File: config.mk
export PLATFORM = sky130hd
export DESIGN_NAME = data_mem_arbiter
export DESIGN_NICKNAME = d
export VERILOG_FILES = /design/src/rtl/mem_defs.sv /design/src/rtl/mem_port_mux.sv /design/src/rtl/data_mem_arbiter.sv
export SDC_FILE = /design/constraint.sdc
export NUM_CORES = 1
export LEC_CHECK = 0
export ABC_CLOCK_PERIOD_IN_PS = 1900
export BUFFER_PORTS_ARGS = -buffer_cell sky130_fd_sc_hd__clkbuf_2
export CORE_AREA = 4 4 117 119
export DETAILED_ROUTE_END_ITERATION = 10
export DIE_AREA = 0 0 121 123
export PLACE_DENSITY = 0.63
export SYNTH_ARGS = -nofsm -noshare
export SYNTH_HDL_FRONTEND = slang
export SYNTH_SLANG_ARGS = --single-unit
File: constraint.sdc
create_clock -name Clock -period 1.9 [get_ports Clock]
set_clock_uncertainty 0.15 [all_clocks]
set_input_delay 0.19 -clock Clock [delete_from_list [all_inputs] [get_ports Clock]]
set_output_delay 0.19 -clock Clock [all_outputs]
set_load 0.005 [all_outputs]
File: src/rtl/mem_defs.sv
// Shared definitions for the data memory arbiter: access width codes and
// the arbiter ownership states.
package mem_defs;

    localparam logic [1:0] WIDTH_WORD = 2'b00;
    localparam logic [1:0] WIDTH_HALF = 2'b01;
    localparam logic [1:0] WIDTH_BYTE = 2'b10;

    typedef enum logic {
        S_PIPE = 1'b0,
        S_LOAD = 1'b1
    } arb_state_t;

endpackage

File: src/rtl/mem_port_mux.sv
// Steers one requester's access fields onto the data memory port.
// With no grant the port is parked: enables low, address and data zero.
module mem_port_mux
    import mem_defs::*;
#(
    parameter int AW = 32,
    parameter int DW = 32
) (
    input  logic          en_i,
    input  logic          sel_l_i,
    input  logic          p_req_i,
    input  logic          p_write_i,
    input  logic [AW-1:0] p_addr_i,
    input  logic [DW-1:0] p_wdata_i,
    input  logic [1:0]    p_width_i,
    input  logic          l_req_i,
    input  logic          l_write_i,
    input  logic [AW-1:0] l_addr_i,
    input  logic [DW-1:0] l_wdata_i,
    input  logic [1:0]    l_width_i,
    output logic          r_en_o,
    output logic          w_en_o,
    output logic [AW-1:0] addr_o,
    output logic [DW-1:0] wdata_o,
    output logic [1:0]    width_o
);

    // Select the granted side, or park the port when nobody is granted.
    always_comb begin
        r_en_o  = 1'b0;
        w_en_o  = 1'b0;
        addr_o  = '0;
        wdata_o = '0;
        width_o = WIDTH_WORD;
        if (en_i) begin
            if (sel_l_i) begin
                r_en_o  = l_req_i & ~l_write_i;
                w_en_o  = l_req_i & l_write_i;
                addr_o  = l_addr_i;
                wdata_o = l_wdata_i;
                width_o = l_width_i;
            end else begin
                r_en_o  = p_req_i & ~p_write_i;
                w_en_o  = p_req_i & p_write_i;
                addr_o  = p_addr_i;
                wdata_o = p_wdata_i;
                width_o = p_width_i;
            end
        end else begin
            r_en_o  = 1'b0;
            w_en_o  = 1'b0;
            addr_o  = '0;
            wdata_o = '0;
            width_o = WIDTH_WORD;
        end
    end

endmodule

File: src/rtl/data_mem_arbiter.sv
// Shares the data memory between the pipeline memory stage and the loader.
// Pipeline wins by default; a bounded wait count forces a loader grant.
module data_mem_arbiter
    import mem_defs::*;
#(
    parameter int MAX_WAIT = 4,
    parameter int AW       = 32,
    parameter int DW       = 32
) (
    input  logic          Clock,
    input  logic          Reset_n,
    input  logic          P_Req,
    input  logic          P_Write,
    input  logic [AW-1:0] P_Addr,
    input  logic [DW-1:0] P_WData,
    input  logic [1:0]    P_Width,
    output logic [DW-1:0] P_RData,
    output logic          P_Stall,
    input  logic          L_Req,
    input  logic          L_Write,
    input  logic          L_Lock,
    input  logic [AW-1:0] L_Addr,
    input  logic [DW-1:0] L_WData,
    input  logic [1:0]    L_Width,
    output logic          L_Ack,
    output logic [DW-1:0] L_RData,
    output logic          L_RValid,
    output logic          M_R_Enable,
    output logic          M_W_Enable,
    output logic [AW-1:0] M_Addr,
    output logic [DW-1:0] M_WData,
    output logic [1:0]    M_R_Width,
    output logic [1:0]    M_W_Width,
    input  logic [DW-1:0] M_RData
);

    localparam int WCW = $clog2(MAX_WAIT + 1);
    localparam logic [WCW-1:0] WAIT_LAST = WCW'(MAX_WAIT - 1);
    localparam logic [WCW-1:0] WAIT_SAT  = {WCW{1'b1}};

    arb_state_t     state_q, state_d;
    logic [WCW-1:0] wait_q, wait_d;
    logic [DW-1:0]  l_rdata_q;
    logic           l_rvalid_q;
    logic           grant_p_s, grant_l_s, stall_raw_s;
    logic           mem_en_s, l_ack_s, l_rd_ack_s;
    logic [1:0]     mem_width_s;

    // Grant decision from the registered owner and this cycle's requests.
    always_comb begin
        grant_p_s   = 1'b0;
        grant_l_s   = 1'b0;
        stall_raw_s = 1'b0;
        case (state_q)
            S_PIPE: begin
                grant_p_s   = P_Req;
                grant_l_s   = ~P_Req & L_Req;
                stall_raw_s = 1'b0;
            end
            S_LOAD: begin
                grant_p_s   = 1'b0;
                grant_l_s   = L_Req;
                stall_raw_s = P_Req;
            end
            default: begin
                grant_p_s   = 1'b0;
                grant_l_s   = 1'b0;
                stall_raw_s = 1'b0;
            end
        endcase
    end

    // Reset_n gates the handshakes directly so nothing escapes during reset.
    assign mem_en_s   = Reset_n & (grant_p_s | grant_l_s);
    assign l_ack_s    = Reset_n & grant_l_s;
    assign l_rd_ack_s = l_ack_s & ~L_Write;
    assign P_Stall    = Reset_n & stall_raw_s;
    assign L_Ack      = l_ack_s;
    assign P_RData    = M_RData;
    assign L_RData    = l_rdata_q;
    assign L_RValid   = l_rvalid_q;
    assign M_R_Width  = mem_width_s;
    assign M_W_Width  = mem_width_s;

    mem_port_mux #(
        .AW (AW),
        .DW (DW)
    ) u_mux (
        .en_i      (mem_en_s),
        .sel_l_i   (grant_l_s),
        .p_req_i   (P_Req),
        .p_write_i (P_Write),
        .p_addr_i  (P_Addr),
        .p_wdata_i (P_WData),
        .p_width_i (P_Width),
        .l_req_i   (L_Req),
        .l_write_i (L_Write),
        .l_addr_i  (L_Addr),
        .l_wdata_i (L_WData),
        .l_width_i (L_Width),
        .r_en_o    (M_R_Enable),
        .w_en_o    (M_W_Enable),
        .addr_o    (M_Addr),
        .wdata_o   (M_WData),
        .width_o   (mem_width_s)
    );

    // Ownership and starvation counter; the last contended loss hands over.
    always_comb begin
        state_d = state_q;
        wait_d  = wait_q;
        case (state_q)
            S_PIPE: begin
                if (P_Req & L_Req) begin
                    if (wait_q >= WAIT_LAST) begin
                        state_d = S_LOAD;
                        wait_d  = '0;
                    end else if (wait_q != WAIT_SAT) begin
                        state_d = S_PIPE;
                        wait_d  = wait_q + WCW'(1);
                    end else begin
                        state_d = S_PIPE;
                        wait_d  = wait_q;
                    end
                end else begin
                    state_d = S_PIPE;
                    wait_d  = '0;
                end
            end
            S_LOAD: begin
                state_d = (L_Req & L_Lock) ? S_LOAD : S_PIPE;
                wait_d  = '0;
            end
            default: begin
                state_d = S_PIPE;
                wait_d  = '0;
            end
        endcase
    end

    // State, wait counter and loader read-return registers.
    always_ff @(posedge Clock or negedge Reset_n) begin
        if (!Reset_n) begin
            state_q    <= S_PIPE;
            wait_q     <= '0;
            l_rdata_q  <= '0;
            l_rvalid_q <= 1'b0;
        end else begin
            state_q <= state_d;
            wait_q  <= wait_d;
            if (l_rd_ack_s) begin
                l_rdata_q  <= M_RData;
                l_rvalid_q <= 1'b1;
            end else begin
                l_rdata_q  <= l_rdata_q;
                l_rvalid_q <= 1'b0;
            end
        end
    end

endmodule

# Word level (Yosys, flattened, before mapping)

Cells that the tools add are included.

Add/sub/neg operators: 1
Order comparisons: 1
Equality and inequality tests: 2
Mux-type cells: 22
Bitwise logic cells: 16

Operator list:

| kind                                                               | count |
|---|---|
| 2-to-1 mux 32 bit                                                  | 4 |
| AND 1 bit                                                          | 11 |
| 2-to-1 mux 3 bit                                                   | 3 |
| 2-to-1 mux 1 bit                                                   | 8 |
| one-hot mux 1 bit (2 select lines)                                 | 4 |
| one-hot mux 3 bit (2 select lines)                                 | 1 |
| 2-to-1 mux 2 bit                                                   | 2 |
| != test 4 bit (second input constant)                              | 1 |
| inverter 1 bit                                                     | 4 |
| adder 3 x 1 -> 3 bit (second input constant)                       | 1 |
| greater-or-equal comparator 3 x 2 -> 1 bit (second input constant) | 1 |
| != test 3 bit (second input constant)                              | 1 |
| bitwise OR 1 bit                                                   | 1 |

Register bits after elaboration: 37
Input port bits: 171
Output and inout bits: 137
Word-level logic and storage cells: 46

# Logic depth before layout (Yosys ltp)

Depth after elaboration: 6
Gate-level depth with buffers: 6
Depth with buffers taken out: 5

# By module

A second synthesis with hierarchy kept.

Cell total of the unflattened synthesis: 285
Area total of the unflattened synthesis: 2,971.6 um^2

By module, submodules not included:

| module           | instances | cells an instance | area each (um^2) | seq. area each (um^2) |
|---|---|---|---|---|
| data_mem_arbiter | 1         | 131               | 1,751.7          | 925.9 |
| mem_port_mux     | 1         | 154               | 1,219.9          | 0.0 |

# Least setup slack after synthesis

No wires, ideal clock.

Kind: register -> output
Start: reg state_q
End: out M_W_Width[0]
Arrival: 1.394 ns
Required time: 1.560 ns
Slack: 0.166 ns
Stages on the path, launching flop included: 7
Buffers on the path: 3
Cells stage by stage: dfrtp_1 -> nor2b_1 -> buf_6 -> clkbuf_1 -> nand2_1 -> a21boi_0 -> buf_4

Longest elaborated chain between the ends: 5
Elaborated cells between the ends (all ways): 7
Those cells by class: 4 x mux; 3 x bitwise

RTL lines:

| element                            | RTL line                | source |
|---|---|---|
| start: declaration                 | data_mem_arbiter.sv:41  | `arb_state_t state_q, state_d;` |
| start signal: assignment           | data_mem_arbiter.sv:149 | `state_q <= state_d;` |
| inverter 1 bit                     | data_mem_arbiter.sv:54  | `case (state_q)` |
| one-hot mux 1 bit (2 select lines) | data_mem_arbiter.sv:54  |  |
| bitwise OR 1 bit                   | data_mem_arbiter.sv:74  | `assign mem_en_s = Reset_n & (grant_p_s \| grant_l_s);` |
| AND 1 bit                          | data_mem_arbiter.sv:74  |  |
| 2-to-1 mux 2 bit (*)               | mem_port_mux.sv:35      | `if (en_i) begin` |
| end: declaration                   | data_mem_arbiter.sv:33  | `output logic [1:0] M_W_Width,` |

Every way passes the cells marked *; elsewhere a longest branch is shown, timed or not.

# Worst setup path after layout

Start: reg state_q
End: out M_WData[25]

Longest elaborated chain between the ends: 5
Elaborated cells between the ends (all ways): 7
Those cells by class: 4 x mux; 3 x bitwise

RTL lines:

| element                            | RTL line               | source |
|---|---|---|
| inverter 1 bit                     | data_mem_arbiter.sv:54 |  |
| one-hot mux 1 bit (2 select lines) | data_mem_arbiter.sv:54 |  |
| bitwise OR 1 bit                   | data_mem_arbiter.sv:74 |  |
| AND 1 bit                          | data_mem_arbiter.sv:74 |  |
| 2-to-1 mux 32 bit (*)              | mem_port_mux.sv:35     |  |
| end: declaration                   | data_mem_arbiter.sv:31 | `output logic [DW-1:0] M_WData,` |

Marks and branches as above.

==> metrics list <==
* Max Fanout on Critical Path: 5
- Number of antenna violations at the first check in global routing: 0
- Lkg Pwr: ~2.7 nW
- Number of violations reported at the end of detailed-routing iteration 0: 139
* DRC viols: 0
* Final-report hold violation count: 0
- In this run, CTS created clock tree buffers numbering 5.
* DIE HEIGHT: between 100 and 150 um
- Number of nets in the synthesized netlist: around 540
- For this block, the routed nets add up to 12,100 um of wire.
- Syn Inst Count: 364
- Setup violations remaining at the end of the flow were counted as 0.
- Via count of the first global-routing pass: roughly 3,400
- Yosys printed 0 warnings.
* Post-synthesis sequential area ratio: a little under a third
* Relative slew margins: 73.2%
- The detail route stage leaves a number of antenna-violating nets equal to 0.
- The later pin in the worst-skew pair is clocked with a latency of between 0.2 and 0.3 ns.
- Crit. End Element: primary output
* Floorplan Core Area: ~13,000 um^2
* Count of final max-slew check failures: 0
* Core Rows: 41
- Horiz. Die Dim: around 120 um
* Startpoint types: flip-flop
* Worst setup path category: flip-flop to primary output
* Effective utilization at floorplan: between 20% and 30%
- Die ar.: around 15,000 um^2
* Ant diodes: 0
* Setup repair after global routing missed its margin: yes
- TritonCTS built the clock tree.
* End-of-flow core utilization: roughly two fifths
* Worst endpoint data arrival time: 1.56 ns
- Combinational family with the most area after synthesis: simple AND/OR/NAND/NOR gates
- From synthesis to final layout, the design area changed by 67.3%.
- Time the final worst path needs with I/O delays and setup: 1.90 ns
- For this run, the post-layout net count is about 800.
* Deepest level of the CTS H-tree: 2
- Number of violations of the max-capacitance limit: 0
* Number of clock sinks: 37
- GPL Wtd Cong: around 0.8
- Multiplexer fraction of the synthesized cell area: 12.5%
- Share of the synthesized netlist area taken by xor and xnor gates: 0%
- Flops & latches, synth: 37
- Cell Pwr Density: slightly above 600 nW/um^2
- Maximum ir drop on the vdd rail: about 0.33 mV
* All-layer global routing usage: between 10% and 20%
- Peak Freq: roughly 530 MHz
- The pre-antenna-repair detailed-routing pass consisted of 5 iterations.
* Fill cell instance count of the final layout: approximately 1,300
- Synth Area per Inst: about 8.2 um^2
* Top Ports: between 300 and 400
- Run status: finished, final reports clean
* Period utilisation layout: 100%
- In the final layout, the share of cells above drive strength 1 is between 60 and 70%.
* Aggregate global routing overflow: 0
- Clock tree root buffer cell: sky130_fd_sc_hd__clkbuf_16
* Required time worst endpoint: 1.56 ns
* Yosys cell types: 26
- Count of vias placed by the detailed router: approximately 3,600
* Post-DP HPWL: 9230 um
* CTS max path bufs: 2
- The tightest min-delay check is of the input port to flip-flop type.
- Synthesized-area fraction occupied by adder cells: 1.26%
- After detailed routing, the number of vias per cell comes to approximately 4.4.
- Number of I/O port buffers: approximately 310
* Worst-margin pin slew: around 0.40 ns
- Across all hold checks on the routed design, the worst slack comes to 0.00305 ns.
* Routed len/inst: between 15 and 20 um
* Clock slew at reported path FFs: around 0.060 ns
- Simple logic cell fraction of the synthesized area: approximately 23%
* Wire length of the first global-routing pass: around 17,000 um
- Largest net degree at the start of global routing: 59
* Area of the mapped netlist: between 2000 and 3000 um^2
* Share of the synthesized area in compound gates (AO/OA/AOI/OAI): ~18%
- In the final timing run, aggregate negative setup slack is 0 ns.
worst max-delay path, stage by stage (launching register included):
cell,delay [ns]
sky130_fd_sc_hd__dfrtp_1,0.41
sky130_fd_sc_hd__nor2b_4,0.23
sky130_fd_sc_hd__buf_12,0.16
sky130_fd_sc_hd__clkbuf_16,0.15
sky130_fd_sc_hd__nand2_1,0.05
sky130_fd_sc_hd__a21boi_0,0.15
sky130_fd_sc_hd__clkbuf_2,0.14
logic make-up (layout without fill, tap and decap cells):
family,count (synthesis),in the layout
AOI/OAI and AO/OA,71,71
adders and majority gates,3,3
buffers and inverters,69,341
DFF,37,37
muxes,33,33
and+or+nand+nor,151,151
cells in the mapped netlist:
cell type,n,area share (%)
sky130_fd_sc_hd__nor2b_1,2,0.42
sky130_fd_sc_hd__and3_1,1,0.21
sky130_fd_sc_hd__nor3_4,1,0.55
sky130_fd_sc_hd__o21ai_0,1,0.17
sky130_fd_sc_hd__a21boi_0,67,17
sky130_fd_sc_hd__clkbuf_1,22,2.8
sky130_fd_sc_hd__nor3b_1,1,0.25
sky130_fd_sc_hd__nor2_1,4,0.51
sky130_fd_sc_hd__dfrtp_1,37,31
sky130_fd_sc_hd__nor3_1,1,0.17
sky130_fd_sc_hd__buf_6,4,1.5
sky130_fd_sc_hd__buf_1,3,0.38
sky130_fd_sc_hd__and2_1,1,0.21
sky130_fd_sc_hd__o21a_1,1,0.25
sky130_fd_sc_hd__nor4_1,1,0.21
sky130_fd_sc_hd__inv_1,1,0.13
sky130_fd_sc_hd__a21oi_1,1,0.17
sky130_fd_sc_hd__nand3_1,68,11
sky130_fd_sc_hd__a211oi_1,1,0.25
sky130_fd_sc_hd__ha_1,3,1.3
sky130_fd_sc_hd__mux2i_1,1,0.34
sky130_fd_sc_hd__nand2b_1,1,0.21
sky130_fd_sc_hd__mux2_2,32,12
sky130_fd_sc_hd__buf_2,5,0.84
sky130_fd_sc_hd__buf_4,34,8.6
sky130_fd_sc_hd__nand2_1,70,8.8
metal layers:
metal  track usage (%)  vias to the layer above  part of all wire (%)
met2              26.7                      190                    53
met5                 0                        -                     0
li1                  -                     1764                     -
met1              16.2                     1624                    37
met3              3.25                        5                   9.2
met4              2.34                        0                  0.42
metrics by stage:
stage	worst slack, ns	area, um^2	power, mW	std cells
3_3_place_gp	0.201	4480	1.98	787
6_report	0.000900	4970	3.00	808
4_1_cts	-0.00157	4770	2.98	802
2_1_floorplan	0.166	2970	1.46	364
5_1_grt	-0.0723	4970	3.19	808
3_5_place_dp	0.158	4480	1.99	787
worst paths after layout:
check	from	to	slack, ns	depth (start not counted)
setup / recovery	state_q	M_WData[25]	0.0009	6
hold / removal	M_RData[1]	L_RData[1]	0.003	2
setup reg to reg	state_q	L_RData[25]	0.05	6
hold reg to reg	L_RData[14]	L_RData[14]	0.35	1
max in group asynchronous	Reset_n	wait_q[2]	0.93	3
min in group asynchronous	Reset_n	L_RData[8]	0.20	3
power breakdown:
group | internal, mW | leakage, nW | switching [mW] | total [mW]
Clock | 0.621 | 0.0842 | 0.320 | 0.941
Sequential | 0.945 | 0.452 | 0.0786 | 1.02
Combinational | 0.582 | 2.14 | 0.451 | 1.03
cells in the final DEF, fill, tap and decap left out, types with 2 or more instances in the layout:
master	n
sky130_fd_sc_hd__a21boi_1	44
sky130_fd_sc_hd__buf_12	11
sky130_fd_sc_hd__dfrtp_1	37
sky130_fd_sc_hd__buf_2	26
sky130_fd_sc_hd__nand2_1	66
sky130_fd_sc_hd__a21boi_0	13
sky130_fd_sc_hd__clkbuf_16	8
sky130_fd_sc_hd__dlygate4sd3_1	2
sky130_fd_sc_hd__nand3_1	67
sky130_fd_sc_hd__ha_1	3
sky130_fd_sc_hd__nand2_4	2
sky130_fd_sc_hd__mux2_2	32
sky130_fd_sc_hd__clkbuf_2	280
sky130_fd_sc_hd__buf_4	7
sky130_fd_sc_hd__a21boi_2	10
sky130_fd_sc_hd__buf_8	2
sky130_fd_sc_hd__nor2_1	4
sky130_fd_sc_hd__nand2_2	2
sequential cells by signal (all words and copies together), names as in the netlist:
| name | cells |
|---|---|
| L_RData | 32 |
| wait_q | 3 |
| L_RValid | 1 |
| state_q | 1 |
timing repair:
item | in CTS | in global routing
resized for setup | 13 | 94
endpoints found under the setup margin | 30 | 68
gates cloned | 1 | 5
hold endpoints to repair | 4 | 0
hold buffers | 2 | 0
buffers inserted | 4 | 1
pin swaps | 0 | 10
cell type report:
| cell class | instances | area, um^2 | area share, % |
|---|---|---|---|
| Multi-Input combinational cell | 258 | 1700 | 34.2 |
| Timing Repair Buffer | 332 | 1960 | 39.4 |
| Inverter | 1 | 3.75 | 0.0755 |
| Clock inverter | 3 | 43.8 | 0.881 |
| Clock buffer | 5 | 125 | 2.52 |
| Tap cell | 172 | 215 | 4.33 |
| Sequential cell | 37 | 926 | 18.6 |
Note: power is estimated with default switching activity, not from simulation.
